File: config.mk
export PLATFORM = sky130hd
export DESIGN_NAME = pipe_stage_skid_reg
export DESIGN_NICKNAME = d
export VERILOG_FILES = /design/src/rtl/pipe_stage_skid_reg.sv
export SDC_FILE = /design/constraint.sdc
export NUM_CORES = 1
export LEC_CHECK = 0
export ABC_AREA = 0
export CORE_AREA = 2 2 130 132
export CTS_BUF_LIST = sky130_fd_sc_hd__clkbuf_8
export DETAILED_ROUTE_END_ITERATION = 10
export DIE_AREA = 0 0 132 134
export GPL_ROUTABILITY_DRIVEN = 1
export PLACE_DENSITY = 0.76
export SLEW_MARGIN = 30
export SYNTH_ARGS = -nofsm -noshare
export SYNTH_HDL_FRONTEND = slang
export SYNTH_SLANG_ARGS = --single-unit
File: constraint.sdc
create_clock -name i_clk -period 1.6 [get_ports i_clk]
set_input_delay 0.32 -clock i_clk [delete_from_list [all_inputs] [get_ports i_clk]]
set_output_delay 0.32 -clock i_clk [all_outputs]
set_load 0.005 [all_outputs]
File: src/rtl/pipe_stage_skid_reg.sv
// Generic pipeline stage register with valid/ready handshake, 2-entry skid buffer and flush-to-bubble.
// Optional debug counters are enabled by defining PIPE_STAGE_PERF_CNT_EN.
module pipe_stage_skid_reg #(
  parameter int DBITS    = 64,
  parameter int CBITS    = 16,
  parameter int CNT_BITS = 16
) (
  input  logic                i_clk,
  input  logic                i_rst,
  input  logic                i_flush,
  input  logic                i_in_valid,
  output logic                o_in_ready,
  input  logic [DBITS-1:0]    i_in_data,
  input  logic [CBITS-1:0]    i_in_ctrl,
  output logic                o_out_valid,
  input  logic                i_out_ready,
  output logic [DBITS-1:0]    o_out_data,
  output logic [CBITS-1:0]    o_out_ctrl,
  output logic [CNT_BITS-1:0] o_stall_cycles,
  output logic [CNT_BITS-1:0] o_bubble_count
);

  // Encoding mirrors the valids: bit0 = main_valid, bit1 = skid_valid.
  typedef enum logic [1:0] {
    ST_EMPTY = 2'b00,
    ST_ONE   = 2'b01,
    ST_FULL  = 2'b11
  } state_t;

  state_t             state_r, state_next_s;
  logic               in_ready_r, out_valid_r;
  logic [DBITS-1:0]   main_data_r, skid_data_r;
  logic [CBITS-1:0]   main_ctrl_r, skid_ctrl_r;
  logic               in_fire_s, out_fire_s;
  logic               main_load_in_s, main_load_skid_s, skid_load_s;
  logic               main_ctrl_clr_s, skid_ctrl_clr_s;

  assign in_fire_s  = i_in_valid & in_ready_r;
  assign out_fire_s = out_valid_r & i_out_ready;

  assign o_in_ready  = in_ready_r;
  assign o_out_valid = out_valid_r;
  assign o_out_data  = main_data_r;
  assign o_out_ctrl  = main_ctrl_r;

  // Next-state and register load controls; flush overrides any handshake.
  always_comb begin
    state_next_s     = state_r;
    main_load_in_s   = 1'b0;
    main_load_skid_s = 1'b0;
    skid_load_s      = 1'b0;
    main_ctrl_clr_s  = 1'b0;
    skid_ctrl_clr_s  = 1'b0;
    if (i_flush) begin
      state_next_s    = ST_EMPTY;
      main_ctrl_clr_s = 1'b1;
      skid_ctrl_clr_s = 1'b1;
    end else begin
      case (state_r)
        ST_EMPTY: begin
          if (in_fire_s) begin
            state_next_s   = ST_ONE;
            main_load_in_s = 1'b1;
          end else begin
            state_next_s   = ST_EMPTY;
          end
        end
        ST_ONE: begin
          if (in_fire_s && out_fire_s) begin
            main_load_in_s  = 1'b1;
          end else if (in_fire_s) begin
            state_next_s    = ST_FULL;
            skid_load_s     = 1'b1;
          end else if (out_fire_s) begin
            state_next_s    = ST_EMPTY;
            main_ctrl_clr_s = 1'b1;
          end else begin
            state_next_s    = ST_ONE;
          end
        end
        ST_FULL: begin
          if (out_fire_s) begin
            state_next_s     = ST_ONE;
            main_load_skid_s = 1'b1;
            skid_ctrl_clr_s  = 1'b1;
          end else begin
            state_next_s     = ST_FULL;
          end
        end
        default: begin
          state_next_s    = ST_EMPTY;
          main_ctrl_clr_s = 1'b1;
          skid_ctrl_clr_s = 1'b1;
        end
      endcase
    end
  end

  // State plus registered handshake outputs derived from the next state.
  always_ff @(posedge i_clk) begin
    if (i_rst) begin
      state_r     <= ST_EMPTY;
      in_ready_r  <= 1'b1;
      out_valid_r <= 1'b0;
    end else begin
      state_r     <= state_next_s;
      in_ready_r  <= (state_next_s != ST_FULL);
      out_valid_r <= (state_next_s != ST_EMPTY);
    end
  end

  // Main and skid payload/control registers.
  always_ff @(posedge i_clk) begin
    if (i_rst) begin
      main_data_r <= {DBITS{1'b0}};
      main_ctrl_r <= {CBITS{1'b0}};
      skid_data_r <= {DBITS{1'b0}};
      skid_ctrl_r <= {CBITS{1'b0}};
    end else begin
      if (main_load_in_s) begin
        main_data_r <= i_in_data;
        main_ctrl_r <= i_in_ctrl;
      end else if (main_load_skid_s) begin
        main_data_r <= skid_data_r;
        main_ctrl_r <= skid_ctrl_r;
      end else if (main_ctrl_clr_s) begin
        main_ctrl_r <= {CBITS{1'b0}};
      end
      if (skid_load_s) begin
        skid_data_r <= i_in_data;
        skid_ctrl_r <= i_in_ctrl;
      end else if (skid_ctrl_clr_s) begin
        skid_ctrl_r <= {CBITS{1'b0}};
      end
    end
  end

`ifdef PIPE_STAGE_PERF_CNT_EN
  logic [CNT_BITS-1:0] stall_cnt_r, bubble_cnt_r;
  logic [1:0]          squashed_s;

  function automatic logic [CNT_BITS-1:0] sat_add(input logic [CNT_BITS-1:0] a,
                                                  input logic [1:0] b);
    logic [CNT_BITS:0] sum;
    sum = {1'b0, a} + {{(CNT_BITS-1){1'b0}}, b};
    if (sum[CNT_BITS]) begin
      return {CNT_BITS{1'b1}};
    end else begin
      return sum[CNT_BITS-1:0];
    end
  endfunction

  assign squashed_s = {1'b0, state_r[0]} + {1'b0, state_r[1]};

  // Saturating stall and squashed-beat counters.
  always_ff @(posedge i_clk) begin
    if (i_rst) begin
      stall_cnt_r  <= {CNT_BITS{1'b0}};
      bubble_cnt_r <= {CNT_BITS{1'b0}};
    end else begin
      if (out_valid_r && !i_out_ready && !i_flush) begin
        stall_cnt_r <= sat_add(stall_cnt_r, 2'd1);
      end
      if (i_flush) begin
        bubble_cnt_r <= sat_add(bubble_cnt_r, squashed_s);
      end
    end
  end

  assign o_stall_cycles = stall_cnt_r;
  assign o_bubble_count = bubble_cnt_r;
`else
  assign o_stall_cycles = {CNT_BITS{1'b0}};
  assign o_bubble_count = {CNT_BITS{1'b0}};
`endif

endmodule

-- After elaboration in Yosys (flattened, before gate mapping)
Cells that the tools add are included.
- reductions and logical operators: 8
- bitwise gates (word level): 2
- eq/ne operators: 3
- mux-type cells: 30
- operators with widths (operator ; count):
    $mux W64 ; 2
    $mux W16 ; 5
    $mux W1 ; 15
    $mux W2 ; 4
    $pmux W1 S2 ; 3
    $pmux W2 S3 ; 1
    $reduce_bool A2 Y1 ; 3
    $reduce_or A2 Y1 ; 2
    $reduce_bool A3 Y1 ; 1
    $and A1 B1 Y1 ; 2
    $eq A2 B1 Y1 const B ; 1
    $eq A2 B2 Y1 const B ; 1
    $logic_not A2 Y1 ; 1
    $ne A2 B2 Y1 const B ; 1
    $logic_and A1 B1 Y1 ; 1
- output and inout bits: 114
- logic and storage cells: 50
- flip-flop bits (word level): 164
- bits of input ports: 85

-- Longest topological paths before layout
Gate-level depths: netlist of the first run.
- depth in word-level cells: 9
- mapped depth: 9
- depth with buffers taken out: 6

-- Least setup slack after synthesis of the first run
OpenSTA, ideal clock, no wires.
- path type: reg-to-reg
- start: reg state_r[1]
- end: reg main_ctrl_r[10], in the netlist o_out_ctrl[10]
- data required time: 1.534 ns
- setup time: 0.066 ns
- cell stages (with the launch flop): 9
- clock period less this slack: 1.756 ns
- arrival: 1.690 ns
- slack: -0.156 ns
- cells stage by stage: dfxtp_1 inv_1 ha_1 buf_4 or2_1 a31oi_2 buf_2 a22oi_1 a21oi_2
- longest elaborated chain between the ends: 5
- ends and longest elaborated chain (what ; line ; text):
    from (decl) ; 30 ; state_t state_r, state_next_s;
    from (signal assigned) ; 106 ; state_r <= state_next_s;
    $eq A2 B2 Y1 / $logic_not A2 Y1 (equally long branches) ; 59 ; case (state_r)
    $reduce_or A2 Y1 (no line) / $mux W1 (equally long branches) ; -- ;
    $pmux W1 S2 / $mux W1 (equally long branches) ; 59, 54 ;
    $mux W1 / $mux W16 (equally long branches) ; 54, 123 ;
    $reduce_bool A3 Y1 (no line) / $mux W16 (equally long branches) ; -- ;
    to (signal assigned) ; 116 ; main_ctrl_r <= {CBITS{1'b0}};
    to (signal assigned) ; 122 ; main_ctrl_r <= i_in_ctrl;
    to (signal assigned) ; 125 ; main_ctrl_r <= skid_ctrl_r;
    to (decl) ; 33 ; logic [CBITS-1:0] main_ctrl_r, skid_ctrl_r;
Several ways; a longest one is shown, not always the timed one.
A chain may end at the register's enable or synchronous reset.

-- Final worst setup path of the first run
- start: reg state_r[1]
- end: reg main_ctrl_r[13], in the netlist o_out_ctrl[13]
The elaborated chain is that of the path after synthesis.

==> results.md, run 1 <==
* Filler cells at 1282
* CORE AREA at 16290 µm²
* DRT iter0 DRCs at 380
* RSZ-0062 raised after global routing: yes
* Setup CP Type: register to register
* Dominant cell type by area after synthesis: dfxtp_1
* First-pass GRT wire length at 31580 µm
* H-Tree Level Count at 4
* CTS tree: built
* Max Cap Violations at 0
* Arr. time, crit path at 2.11 ns
* Place WS at -0.5091 ns
* Final #Nets at 1082
* I/O pins at 199
* Worst R2R End: o_out_ctrl[13]$_SDFFE_PP0P_
* Warnings from Yosys at 0
* Most used flip-flop cell after synthesis: dfxtp_1
* Ratio of cells with drive above 1 in the final layout at 0.3000
* Minimum clock period at 1.771 ns
* Hold WC Path Type: input pin to register
* Static leakage at 4.650 nW
* Slew margin rel. at 0.6586
* Ys async rst share at 0
* Fin worst setup slack at -0.1715 ns
* Critical path endpoint category: register
* Status: complete, but fails checks
* Number of cell rows at 47
* Avg Cell Area, Syn at 8.969 µm²
* Reg2reg start: state_r[1]$_SDFF_PP0_
* Mapped Area at 6933 µm²
* FF-to-FF path depth at 10
* CTS Buf Count at 17
* Pwr dens at 789.3 nW/µm²
* Initial antenna violation count at 0
* CTS clock-pin slew for the worst setup and hold paths at 0.08 ns
* Top cell type's share of synthesized area at 0.4736
* Unique cell type count in the Yosys netlist at 35
* Final worst path period share at 1.107
* Max IR drop VDD at 0.0005070 V
* Skew-Pair Late Insertion Delay at 0.46 ns
* Worst Max-Slew Pin Slew at 0.5120 ns
* Register area share after synthesis at 0.4736
* Drt first pass iters at 5
* Final ANT Viol Nets at 0
* Flops & latches, synth at 164
* Fin. Hold Viols at 0
* Failing checks: negative setup slack
* Vias in the first global route at 6101
* Worst Setup SP: state_r[1]$_SDFF_PP0_
* Final Skew at 0.01281 ns
* Max Fclk at 0.5645 GHz
* Root buffer cell: clkbuf_8
* Flop-to-flop setup slack at -0.17 ns
* Area grow syn2layout at 56.52%
* Worst hold slack at 0.1070 ns
* Post-synth EDFFs at 0
* Routed len/inst at 18.60 µm
* Ant diodes at 0
* Worst Path Required at 1.93 ns
* Via count at 6527
* All-Layer GR Usage at 0.2222
* # port buffers at 166
* # setup viols final at 137
* Die Y at 134 µm
* CP Max Fanout at 4
* Initial core utilization at 0.4256
* DIE WIDTH at 132 µm
* Top post-synthesis cells by area: dfxtp_1 (47%), mux2i_1 (9.2%), nand2_1 (7.2%), a211oi_1 (6.9%), a21oi_1 (5.1%)
* Die ar. at 17690 µm²
* Post-Route WL at 22700 µm
* Slew Limit Fails at 0
* Hold_buf cts at 0
* Post-DP HPWL at 11420 µm
* Finished Core Util at 0.6662
* Vias per cell at 5.350
* Total gr overflow at 0
* Clk sink count at 164
* Largest net degree at the start of global routing at 91
* Final GP Congestion at 0.8661
* Setup crit start kind: register
* Post-Syn Instances at 773
* # DRC at 0
* Clk buf depth at 2
* Worst setup endpoint: o_out_ctrl[13]$_SDFFE_PP0P_
[registers in the layout, summed over array words and instances, names as in the netlist]
name / count
skid_ctrl_r: 16
o_out_ctrl: 16
skid_data_r: 64
o_in_ready: 1
o_out_data: 64
state_r: 2
o_out_valid: 1
[routing by layer]
layer / up-vias / GRT usage / part of all wire
met1: 3139 / 0.2734 / 0.41
met2: 280 / 0.3808 / 0.50
li1: 3056 / - / -
met3: 52 / 0.05253 / 0.061
met4: 0 / 0.08031 / 0.028
met5: - / 0 / 0
[worst min path at each step]
stage                                 start                            to  slack (ns)  cells after the start
2_1_floorplan                       i_flush         state_r[0]$_SDFF_PP0_        0.41                      1
3_5_place_dp   skid_data_r[57]$_SDFFE_PP0N_  skid_data_r[57]$_SDFFE_PP0N_        0.45                      2
5_1_grt                               i_rst   skid_data_r[7]$_SDFFE_PP0N_        0.08                      2
4_1_cts                               i_rst    o_out_data[7]$_SDFFE_PP0P_        0.08                      2
6_report                              i_rst   skid_data_r[7]$_SDFFE_PP0N_        0.11                      2
3_3_place_gp   skid_data_r[40]$_SDFFE_PP0N_  skid_data_r[40]$_SDFFE_PP0N_        0.44                      2
[through the flow]
| step | power [W] | instance area [µm²] | setup TNS, ns | cells |
|---|---|---|---|---|
| 2_1_floorplan | 0.005034 | 7191 | -0.5595 | 804 |
| 3_3_place_gp | 0.005644 | 9017 | -63.48 | 1143 |
| 3_5_place_dp | 0.005658 | 9017 | -68.08 | 1143 |
| 4_1_cts | 0.008423 | 10010 | -5.076 | 1194 |
| 5_1_grt | 0.008920 | 10850 | -16.40 | 1220 |
| 6_report | 0.008565 | 10850 | -9.650 | 1220 |
[power by group]
group,internal [W],switching (W),leakage (nW)
clock network,0.00115,0.00146,0.163
registers,0.00426,0.000106,1.35
logic,0.000848,0.000734,3.13
total,0.00626,0.00230,4.65
[layout make-up]
| class | instances | area (µm²) | share of cell area |
|---|---|---|---|
| inverters | 18 | 72.57 | 0.006687 |
| clock buffers | 17 | 234.0 | 0.02156 |
| multi-input cells | 530 | 3801 | 0.3503 |
| flip-flops and latches | 164 | 3342 | 0.3080 |
| repair buffers | 262 | 3054 | 0.2814 |
| clock inverters | 9 | 72.57 | 0.006687 |
| well taps | 220 | 275.3 | 0.02537 |
[timing repair]
action | CTS | global route
gates resized for setup | 190 | 121
pin swaps | 23 | 40
endpoints found under the setup margin | 244 | 133
setup buffers | 15 | 15
gates cloned | 12 | 18
[cell families (layout without fill, tap and decap cells)]
logic type | Yosys count | after routing | share of synthesized area
AOI/OAI and AO/OA | 202 | 202 | 0.2045
adders and majority gates | 4 | 4 | 0.007219
buffers and inverters | 112 | 306 | 0.09312
DFF | 164 | 164 | 0.4736
muxes | 64 | 64 | 0.09240
other | 1 | 32 | 0.0005409
and+or+nand+nor | 226 | 228 | 0.1287
[Yosys cell counts (2+ instances only)]
cell type and count:
a21oi_2 10, buf_2 30, buf_6 4, a311oi_4 2
a31o_1 17, inv_1 18, clkbuf_4 3, a211oi_1 64
and3_1 2, nand2_1 133, ha_1 4, a21oi_1 70
dfxtp_1 164, buf_4 39, nor2_1 80, or2_1 2
clkbuf_1 18, a22oi_1 32, a31oi_1 2, mux2i_1 64
[critical path, stage by stage, from the launching register on]
cell,delay [ns]
dfxtp_4,0.37
inv_4,0.07
ha_4,0.16
buf_6,0.13
buf_6,0.13
nor2b_4,0.04
a311oi_4,0.20
buf_6,0.17
clkbuf_16,0.14
a31o_1,0.18
a21oi_2,0.05
[cell usage in the layout (no fill, tap or decap), types with 9 or more instances in the layout]
| cell | netlist | layout |
|---|---|---|
| nor2_4 | 0 | 9 |
| buf_12 | 0 | 19 |
| a22oi_1 | 32 | 22 |
| dfxtp_1 | 164 | 123 |
| buf_4 | 39 | 34 |
| dfxtp_2 | 0 | 38 |
| a211oi_1 | 64 | 23 |
| nand2_4 | 1 | 9 |
| a21oi_2 | 10 | 25 |
| nor2_2 | 0 | 11 |
| nand2_1 | 133 | 114 |
| inv_1 | 18 | 18 |
| buf_6 | 4 | 13 |
| mux2i_1 | 64 | 63 |
| clkbuf_16 | 0 | 15 |
| a31o_1 | 17 | 16 |
| nor2_1 | 80 | 60 |
| dlygate4sd2_1 | 0 | 82 |
| a211oi_2 | 0 | 39 |
| nand2_2 | 0 | 11 |
| clkbuf_8 | 0 | 17 |
| clkdlybuf4s50_1 | 0 | 80 |
| conb_1 | 1 | 32 |
| a21oi_1 | 70 | 55 |
| a22oi_2 | 0 | 10 |
(Power assumes the default switching activity.)
==> run 2: changes to the inputs <==
--- a/config.mk
+++ b/config.mk
@@ -12,6 +12,7 @@
 export DIE_AREA = 0 0 132 134
 export GPL_ROUTABILITY_DRIVEN = 1
 export PLACE_DENSITY = 0.76
+export SETUP_SLACK_MARGIN = 0.1
 export SLEW_MARGIN = 30
 export SYNTH_ARGS = -nofsm -noshare
 export SYNTH_HDL_FRONTEND = slang
==> run 2 against run 1 <==
  * The flow still finishes with violations (negative setup slack)
  * Critical path depth did not move
  * Clock power grew 29%
  * Register-to-register slack barely moved
  * Largest power group unchanged
  * Die area unchanged
  * Highest routed layer is now met5
  * Fmax grew 0.68%
  * Worst hold slack gained 0.048 ns
  * Non-clock buffer count is 40 higher
  * Critical endpoint is now skid_data_r[45]$_SDFFE_PP0N_
==> results.md, run 2 (synthesis gave the netlist of run 1 again) <==
* Status: complete, but fails checks (unchanged)
* Failing checks: negative setup slack (unchanged)
* Area grow syn2layout at 72.97% (was 56.52%)
* Max IR drop VDD at 0.0005765 V (was 0.0005070 V)
* Via count at 6813 (was 6527)
* Worst R2R End: skid_data_r[45]$_SDFFE_PP0N_ (was o_out_ctrl[13]$_SDFFE_PP0P_)
* CP Max Fanout at 6 (was 4)
* Vias in the first global route at 6666 (was 6101)
* Slowest CP cell: dfxtp_2 (was dfxtp_4)
* Minimum clock period at 1.760 ns (was 1.771 ns)
* Setup crit start kind: register (unchanged)
* CTS clock-pin slew for the worst setup and hold paths at 0.09 ns (was 0.08 ns)
* Slew margin rel. at 0.6364 (was 0.6586)
* Flop-to-flop setup slack at -0.16 ns (was -0.17 ns)
* GRT busiest layer: met2 (unchanged)
* CTS tree: built (unchanged)
* Setup CP Type: register to register (unchanged)
* Post-Route Setup TNS at -11.70 ns (was -9.650 ns)
* RSZ-0062 raised after global routing: yes (unchanged)
* Reg2reg start: state_r[1]$_SDFF_PP0_ (unchanged)
* All-Layer GR Usage at 0.2658 (was 0.2222)
* Fin worst setup slack at -0.1596 ns (was -0.1715 ns)
* Slowest stage delay, CP at 0.34 ns (was 0.37 ns)
* # port buffers at 166 (unchanged)
* Commonest non-fill, non-tap cells in the layout: dfxtp_1 (114), nand2_1 (83), clkdlybuf4s50_1 (83), dlygate4sd2_1 (81), nor2_1 (61) (was dfxtp_1 (123), nand2_1 (114), dlygate4sd2_1 (82), clkdlybuf4s50_1 (80), mux2i_1 (63))
* DIE WIDTH at 132 µm (unchanged)
* Hold WC Path Type: input pin to register (unchanged)
* Max Fclk at 0.5683 GHz (was 0.5645 GHz)
* Vias per cell at 5.377 (was 5.350)
* Critical path endpoint category: register (unchanged)
* Post-place instance area at 9035 µm² (was 9017 µm²)
* H-Tree Level Count at 4 (unchanged)
* Clk sink count at 164 (unchanged)
* Post-DP HPWL at 11390 µm (was 11420 µm)
* Arr. time, crit path at 2.13 ns (was 2.11 ns)
* Final GP Congestion at 0.8236 (was 0.8661)
* Worst path cell trace: inv_2 -> ha_4 -> buf_6 -> buf_6 -> and3_4 -> buf_6 -> buf_12 -> clkbuf_16 -> nand2_4 -> a21oi_1 (was inv_4 -> ha_4 -> buf_6 -> buf_6 -> nor2b_4 -> a311oi_4 -> buf_6 -> clkbuf_16 -> a31o_1 -> a21oi_2)
* Initial antenna violation count at 2 (was 0)
* Number of cell rows at 47 (unchanged)
* Final Skew at 0.01879 ns (was 0.01281 ns)
* Worst Hold Launch: i_rst (unchanged)
* # setup viols final at 145 (was 137)
* Met1 GRT Util at 0.3077 (was 0.2734)
* # DRC at 0 (unchanged)
* Skew-Pair Late Insertion Delay at 0.45 ns (was 0.46 ns)
* Commonest non-fill, non-tap cell in the layout: dfxtp_1 (unchanged)
* Routing usage on met2 at 0.4861 (was 0.3808)
* Clk buf depth at 2 (unchanged)
* Routed len/inst at 19.66 µm (was 18.60 µm)
* Final #Nets at 1122 (was 1082)
* Final worst path period share at 1.100 (was 1.107)
* CTS Buf Count at 17 (unchanged)
* GRT met3 Usage at 0.04875 (was 0.05253)
* Post-route design area at 11990 µm² (was 10850 µm²)
* Ratio of cells with drive above 1 in the final layout at 0.3929 (was 0.3000)
* Final ANT Viol Nets at 0 (unchanged)
* First-pass GRT wire length at 36850 µm (was 31580 µm)
* Post-Route WL at 24920 µm (was 22700 µm)
* FF-to-FF path depth at 10 (unchanged)
* Worst Setup SP: state_r[1]$_SDFF_PP0_ (unchanged)
* Total gr overflow at 0 (unchanged)
* Max Cap Violations at 0 (unchanged)
* Pwr dens at 788.3 nW/µm² (was 789.3 nW/µm²)
* Static leakage at 5.059 nW (was 4.650 nW)
* Fin. Hold Viols at 0 (unchanged)
* Die ar. at 17690 µm² (unchanged)
* Die Y at 134 µm (unchanged)
* Largest net degree at the start of global routing at 97 (was 91)
* Worst Hold End: state_r[0]$_SDFF_PP0_ (was skid_data_r[7]$_SDFFE_PP0N_)
* Worst Path Required at 1.98 ns (was 1.93 ns)
* DRT iter0 DRCs at 438 (was 380)
* I/O pins at 199 (unchanged)
* Drt first pass iters at 5 (unchanged)
* CP dominant cell by count: buf_6 (unchanged)
* WHS Path Cells at 2 (unchanged)
* Initial core utilization at 0.4256 (unchanged)
* Slew Limit Fails at 0 (unchanged)
* Root buffer cell: clkbuf_8 (unchanged)
* Worst Max-Slew Pin Slew at 0.5455 ns (was 0.5120 ns)
* CORE AREA at 16290 µm² (unchanged)
* Filler cells at 1123 (was 1282)
-- run 2: cell types whose count changed in the layout (fill, tap and decap cells not counted), sizes merged, moves of 2 or more --
cell and change:
buf +49, clkbuf -8, bufinv +3, clkdlybuf4s50 +3
dlymetal6s2s -3, bufbuf +2, clkinv -2, inv +2
-- run 2: per-stage QoR --
step / instances / setup WS, ns / utilization / hold slack, ns / power, W
after floorplan: 804 / -0.05595 / - / 0.4109 / 0.005043
after global routing: 1267 / -0.2120 / 0.7362 / 0.1398 / 0.009789
after detailed placement: 1142 / -0.4815 / 0.5547 / 0.4460 / 0.005682
after global placement: 1142 / -0.4507 / 0.5547 / 0.4412 / 0.005661
final: 1267 / -0.1596 / 0.7362 / 0.1550 / 0.009452
after CTS: 1259 / -0.1436 / 0.7092 / 0.1156 / 0.009350
-- run 2: where the power goes --
group / leakage (nW) / switching [W] / internal [W]
Sequential: 1.36 / 0.000113 / 0.00427
Clock: 0.221 / 0.00157 / 0.00178
Combinational: 3.48 / 0.000767 / 0.000948
Total: 5.06 / 0.00245 / 0.00700
-- run 2: layout make-up --
type / instances / area (µm²) / area share
Timing Repair Buffer: 302 / 3829 / 0.3193
Clock inverter: 13 / 181.4 / 0.01513
Multi-Input combinational cell: 530 / 4024 / 0.3356
Clock buffer: 19 / 261.5 / 0.02181
Tap cell: 220 / 275.3 / 0.02295
Antenna cell: 1 / 2.502 / 0.0002087
Inverter: 18 / 67.56 / 0.005634
Sequential cell: 164 / 3351 / 0.2794
-- run 2: worst max path at each step --
stage / end
global route: o_out_data[18]$_SDFFE_PP0P_
floorplan: o_out_ctrl[10]$_SDFFE_PP0P_
CTS: skid_ctrl_r[12]$_SDFFE_PP0P_
finish: skid_data_r[45]$_SDFFE_PP0N_
detailed placement: skid_ctrl_r[12]$_SDFFE_PP0P_
global placement: o_out_ctrl[3]$_SDFFE_PP0P_
-- run 2: worst max-delay path: cells and delay by family (launching register included) --
family / cells / cell delay [ns]
flip-flops: 1 / 0.34
AND/OR/NAND/NOR: 2 / 0.29
AO/OA/AOI/OAI: 1 / 0.14
buffers and inverters: 6 / 0.75
adder cells (fa/ha/maj): 1 / 0.18
-- run 2: metal layers --
metal | vias to the layer above | wire length, µm
li1 | 3162 | -
met1 | 3308 | 9473
met2 | 277 | 13230
met3 | 64 | 1461
met4 | 2 | 733
met5 | - | 13
-- run 2: timing repair --
| item | CTS | global route |
|---|---|---|
| resized for setup | 300 | 121 |
| hold endpoints to repair | 0 | 0 |
| pin swaps | 65 | 54 |
| setup endpoints to repair | 246 | 165 |
| hold buffers | 0 | 0 |
| buffers inserted | 47 | 15 |
| gates cloned | 38 | 5 |
==> run 3: changes to the inputs <==
--- a/config.mk
+++ b/config.mk
@@ -7,7 +7,6 @@
 export LEC_CHECK = 0
 export ABC_AREA = 0
 export CORE_AREA = 2 2 130 132
-export CTS_BUF_LIST = sky130_fd_sc_hd__clkbuf_8
 export DETAILED_ROUTE_END_ITERATION = 10
 export DIE_AREA = 0 0 132 134
 export GPL_ROUTABILITY_DRIVEN = 1
==> run 3 against run 2 <==
  * The run still ends with negative setup slack left
  * Core utilization is 0.34 points higher
  * Count of clock-buffer cells in the layout rose by 2
  * Non-clock buffer count down 10
  * Cell count fell by 0.79%
  * Register-to-register slack lost 0.02 ns
  * Wire length decreased by 0.58%
  * Global-route usage fell by 2.6 points
  * Cell area increased by 0.46%
  * Via count fell by 1.6%
  * Combinational power barely moved
  * Worst hold slack better by 0.018 ns
  * Fmax fell by 1.1%
  * Largest power group is now clock
  * Highest routed layer unchanged
==> results.md, run 3 (synthesis gave the netlist of run 1 again) <==
* Status: complete, but fails checks (unchanged)
* Failing checks: negative setup slack (unchanged)
* Final Skew at 0.007418 ns (was 0.01879 ns)
* # DRC at 0 (unchanged)
* CTS Buf Count at 17 (unchanged)
* Worst setup endpoint: o_out_ctrl[1]$_SDFFE_PP0P_ (was skid_data_r[45]$_SDFFE_PP0N_)
* Arr. time, crit path at 2.13 ns (about the same)
* Clk buf depth at 2 (unchanged)
* Max IR drop VDD at 0.0007953 V (was 0.0005765 V)
* Area grow syn2layout at 73.76% (was 72.97%)
* Final GP Congestion at 0.8236 (unchanged)
* Worst path cell trace: buf_6 -> ha_4 -> a31oi_4 -> nand2b_4 -> buf_4 -> buf_6 -> buf_4 -> a31o_1 -> a21oi_1 (was inv_2 -> ha_4 -> buf_6 -> buf_6 -> and3_4 -> buf_6 -> buf_12 -> clkbuf_16 -> nand2_4 -> a21oi_1)
* WP buf/inv at 4 (was 6)
* First-pass GRT wire length at 33420 µm (was 36850 µm)
* Top Layer Used: met5 (unchanged)
* Delay-heaviest family, CP: buffers and inverters (unchanged)
* Fin worst setup slack at -0.1795 ns (was -0.1596 ns)
* DIE WIDTH at 132 µm (unchanged)
* FF-to-FF path depth at 9 (was 10)
* H-Tree Level Count at 4 (unchanged)
* Largest net degree at the start of global routing at 97 (unchanged)
* Number of cell rows at 47 (unchanged)
* Max Cap Violations at 0 (unchanged)
* Fin. Hold Viols at 0 (unchanged)
* # port buffers at 166 (unchanged)
* Total gr overflow at 0 (unchanged)
* CTS clock-pin slew for the worst setup and hold paths at 0.06 ns (was 0.09 ns)
* CP Max Fanout at 4 (was 6)
* Setup CP Type: register to register (unchanged)
* Post-Route WL at 24770 µm (was 24920 µm)
* RSZ-0062 raised after global routing: yes (unchanged)
* DRT iter0 DRCs at 367 (was 438)
* Worst Max-Slew Pin Slew at 0.5299 ns (was 0.5455 ns)
* CORE AREA at 16290 µm² (unchanged)
* Worst Setup SP: state_r[0]$_SDFF_PP0_ (was state_r[1]$_SDFF_PP0_)
* Ant diodes at 0 (was 1)
* I/O pins at 199 (unchanged)
* # setup viols final at 105 (was 145)
* Die ar. at 17690 µm² (unchanged)
* Hold WC Path Type: input pin to register (unchanged)
* Post-DP HPWL at 11390 µm (unchanged)
* Slowest stage delay, CP at 0.37 ns (was 0.34 ns)
* Final #Nets at 1113 (was 1122)
* Pwr dens at 870.5 nW/µm² (was 788.3 nW/µm²)
* Worst R2R End: o_out_ctrl[1]$_SDFFE_PP0P_ (was skid_data_r[45]$_SDFFE_PP0N_)
* Setup crit start kind: register (unchanged)
* Final worst path period share at 1.112 (was 1.100)
* Slew margin rel. at 0.6467 (was 0.6364)
* Flop-to-flop setup slack at -0.18 ns (was -0.16 ns)
* Critical path endpoint category: register (unchanged)
* Slew Limit Fails at 0 (unchanged)
* Max Fclk at 0.5620 GHz (was 0.5683 GHz)
* Clk sink count at 164 (unchanged)
* Worst hold slack at 0.1735 ns (was 0.1550 ns)
* Final ANT Viol Nets at 0 (unchanged)
* Routed len/inst at 19.71 µm (was 19.66 µm)
* Static leakage at 5.666 nW (was 5.059 nW)
* All-Layer GR Usage at 0.2394 (was 0.2658)
* Initial core utilization at 0.4256 (unchanged)
* Skew-Pair Late Insertion Delay at 0.42 ns (was 0.45 ns)
* Commonest non-fill, non-tap cell in the layout: dfxtp_1 (unchanged)
* WL met3 at 1285 µm (was 1461 µm)
* Place WS at -0.4815 ns (unchanged)
* Routed met1 length at 9846 µm (was 9473 µm)
* Initial antenna violation count at 1 (was 2)
* Vias per cell at 5.335 (was 5.377)
* Commonest non-fill, non-tap cells in the layout: dfxtp_1 (136), nand2_1 (99), clkdlybuf4s50_1 (83), nor2_1 (63), mux2i_1 (56) (was dfxtp_1 (114), nand2_1 (83), clkdlybuf4s50_1 (83), dlygate4sd2_1 (81), nor2_1 (61))
* Reg2reg start: state_r[0]$_SDFF_PP0_ (was state_r[1]$_SDFF_PP0_)
* Via count at 6706 (was 6813)
* Minimum clock period at 1.779 ns (was 1.760 ns)
* Worst Path Required at 1.95 ns (was 1.98 ns)
* Met2 WL at 13000 µm (was 13230 µm)
* Vias in the first global route at 6296 (was 6666)
* Root buffer cell: clkbuf_16 (was clkbuf_8)
* Die Y at 134 µm (unchanged)
* Hold_buf cts at 0 (unchanged)
* CTS tree: built (unchanged)
* Crit path depth at 9 (was 10)
* Ratio of cells with drive above 1 in the final layout at 0.3385 (was 0.3929)
* Slowest CP cell: dfxtp_4 (was dfxtp_2)
* Drt first pass iters at 5 (unchanged)
[run 3: changes by cell type in the layout (fill, tap and decap cells not counted), moves of 10 or more]
| cell | delta |
|---|---|
| nand2_1 | +16 |
| a22oi_1 | -10 |
| buf_12 | -11 |
| dfxtp_2 | -23 |
| a21oi_1 | +10 |
| mux2i_1 | +12 |
| clkbuf_16 | +26 |
| dlymetal6s2s_1 | +51 |
| dfxtp_1 | +22 |
| nand2_2 | -14 |
| a22oi_2 | +10 |
| a21oi_2 | -10 |
| dlygate4sd2_1 | -51 |
| clkbuf_8 | -17 |
[run 3: per-layer routing]
layer | up-vias | global-route usage
li1 | 3149 | -
met3 | 44 | 0.05480
met2 | 230 | 0.4314
met4 | 2 | 0.08756
met5 | - | 0
met1 | 3281 | 0.2779
[run 3: timing repair]
action	CTS	global route
gates resized for setup	161	196
cloned	21	19
pin swaps	36	81
hold endpoints to repair	0	0
buffers inserted	24	23
endpoints found under the setup margin	246	214
[run 3: metrics by stage]
| step | utilization | area, µm² | instances | TNS [ns] | total power [W] |
|---|---|---|---|---|---|
| 6_report | 0.7395 | 12050 | 1257 | -10.22 | 0.01049 |
| 5_1_grt | 0.7395 | 12050 | 1257 | -16.65 | 0.01082 |
| 3_3_place_gp | 0.5547 | 9035 | 1142 | -60.62 | 0.005661 |
| 4_1_cts | 0.6696 | 10910 | 1219 | -10.46 | 0.01032 |
| 3_5_place_dp | 0.5547 | 9035 | 1142 | -65.39 | 0.005682 |
| 2_1_floorplan | - | 7217 | 804 | -0.5696 | 0.005043 |
[run 3: area by class of cell]
class | count | area [µm²]
Clock inverter | 11 | 173.9
Sequential cell | 164 | 3326
Inverter | 18 | 67.56
Tap cell | 220 | 275.3
Clock buffer | 21 | 460.4
Fill cell | 1095 | 4243
Multi-Input combinational cell | 531 | 3986
Timing Repair Buffer | 292 | 3757
[run 3: how the worst min path moves through the flow]
| stage | from | end | slack [ns] | cells after the start |
|---|---|---|---|---|
| final | i_rst | state_r[0]$_SDFF_PP0_ | 0.17 | 2 |
| after global routing | i_rst | state_r[0]$_SDFF_PP0_ | 0.17 | 2 |
| after CTS | i_rst | state_r[0]$_SDFF_PP0_ | 0.15 | 2 |
| after detailed placement | skid_data_r[1]$_SDFFE_PP0N_ | skid_data_r[1]$_SDFFE_PP0N_ | 0.45 | 2 |
| after global placement | skid_data_r[35]$_SDFFE_PP0N_ | skid_data_r[35]$_SDFFE_PP0N_ | 0.44 | 2 |
| after floorplan | i_flush | state_r[0]$_SDFF_PP0_ | 0.41 | 1 |
[run 3: worst reg2reg max path, cell delays in order, from the launching register on]
cell      delay [ns]
dfxtp_4         0.37
buf_6           0.10
ha_4            0.17
a31oi_4         0.11
nand2b_4        0.19
buf_4           0.15
buf_6           0.12
buf_4           0.15
a31o_1          0.21
a21oi_1         0.14
[run 3: where the power goes]
part           internal (W)  leakage [nW]  switching (W)
clock network       0.00271         0.300        0.00172
registers           0.00426          1.35       0.000107
logic              0.000928          4.02       0.000763
total               0.00790          5.67        0.00259
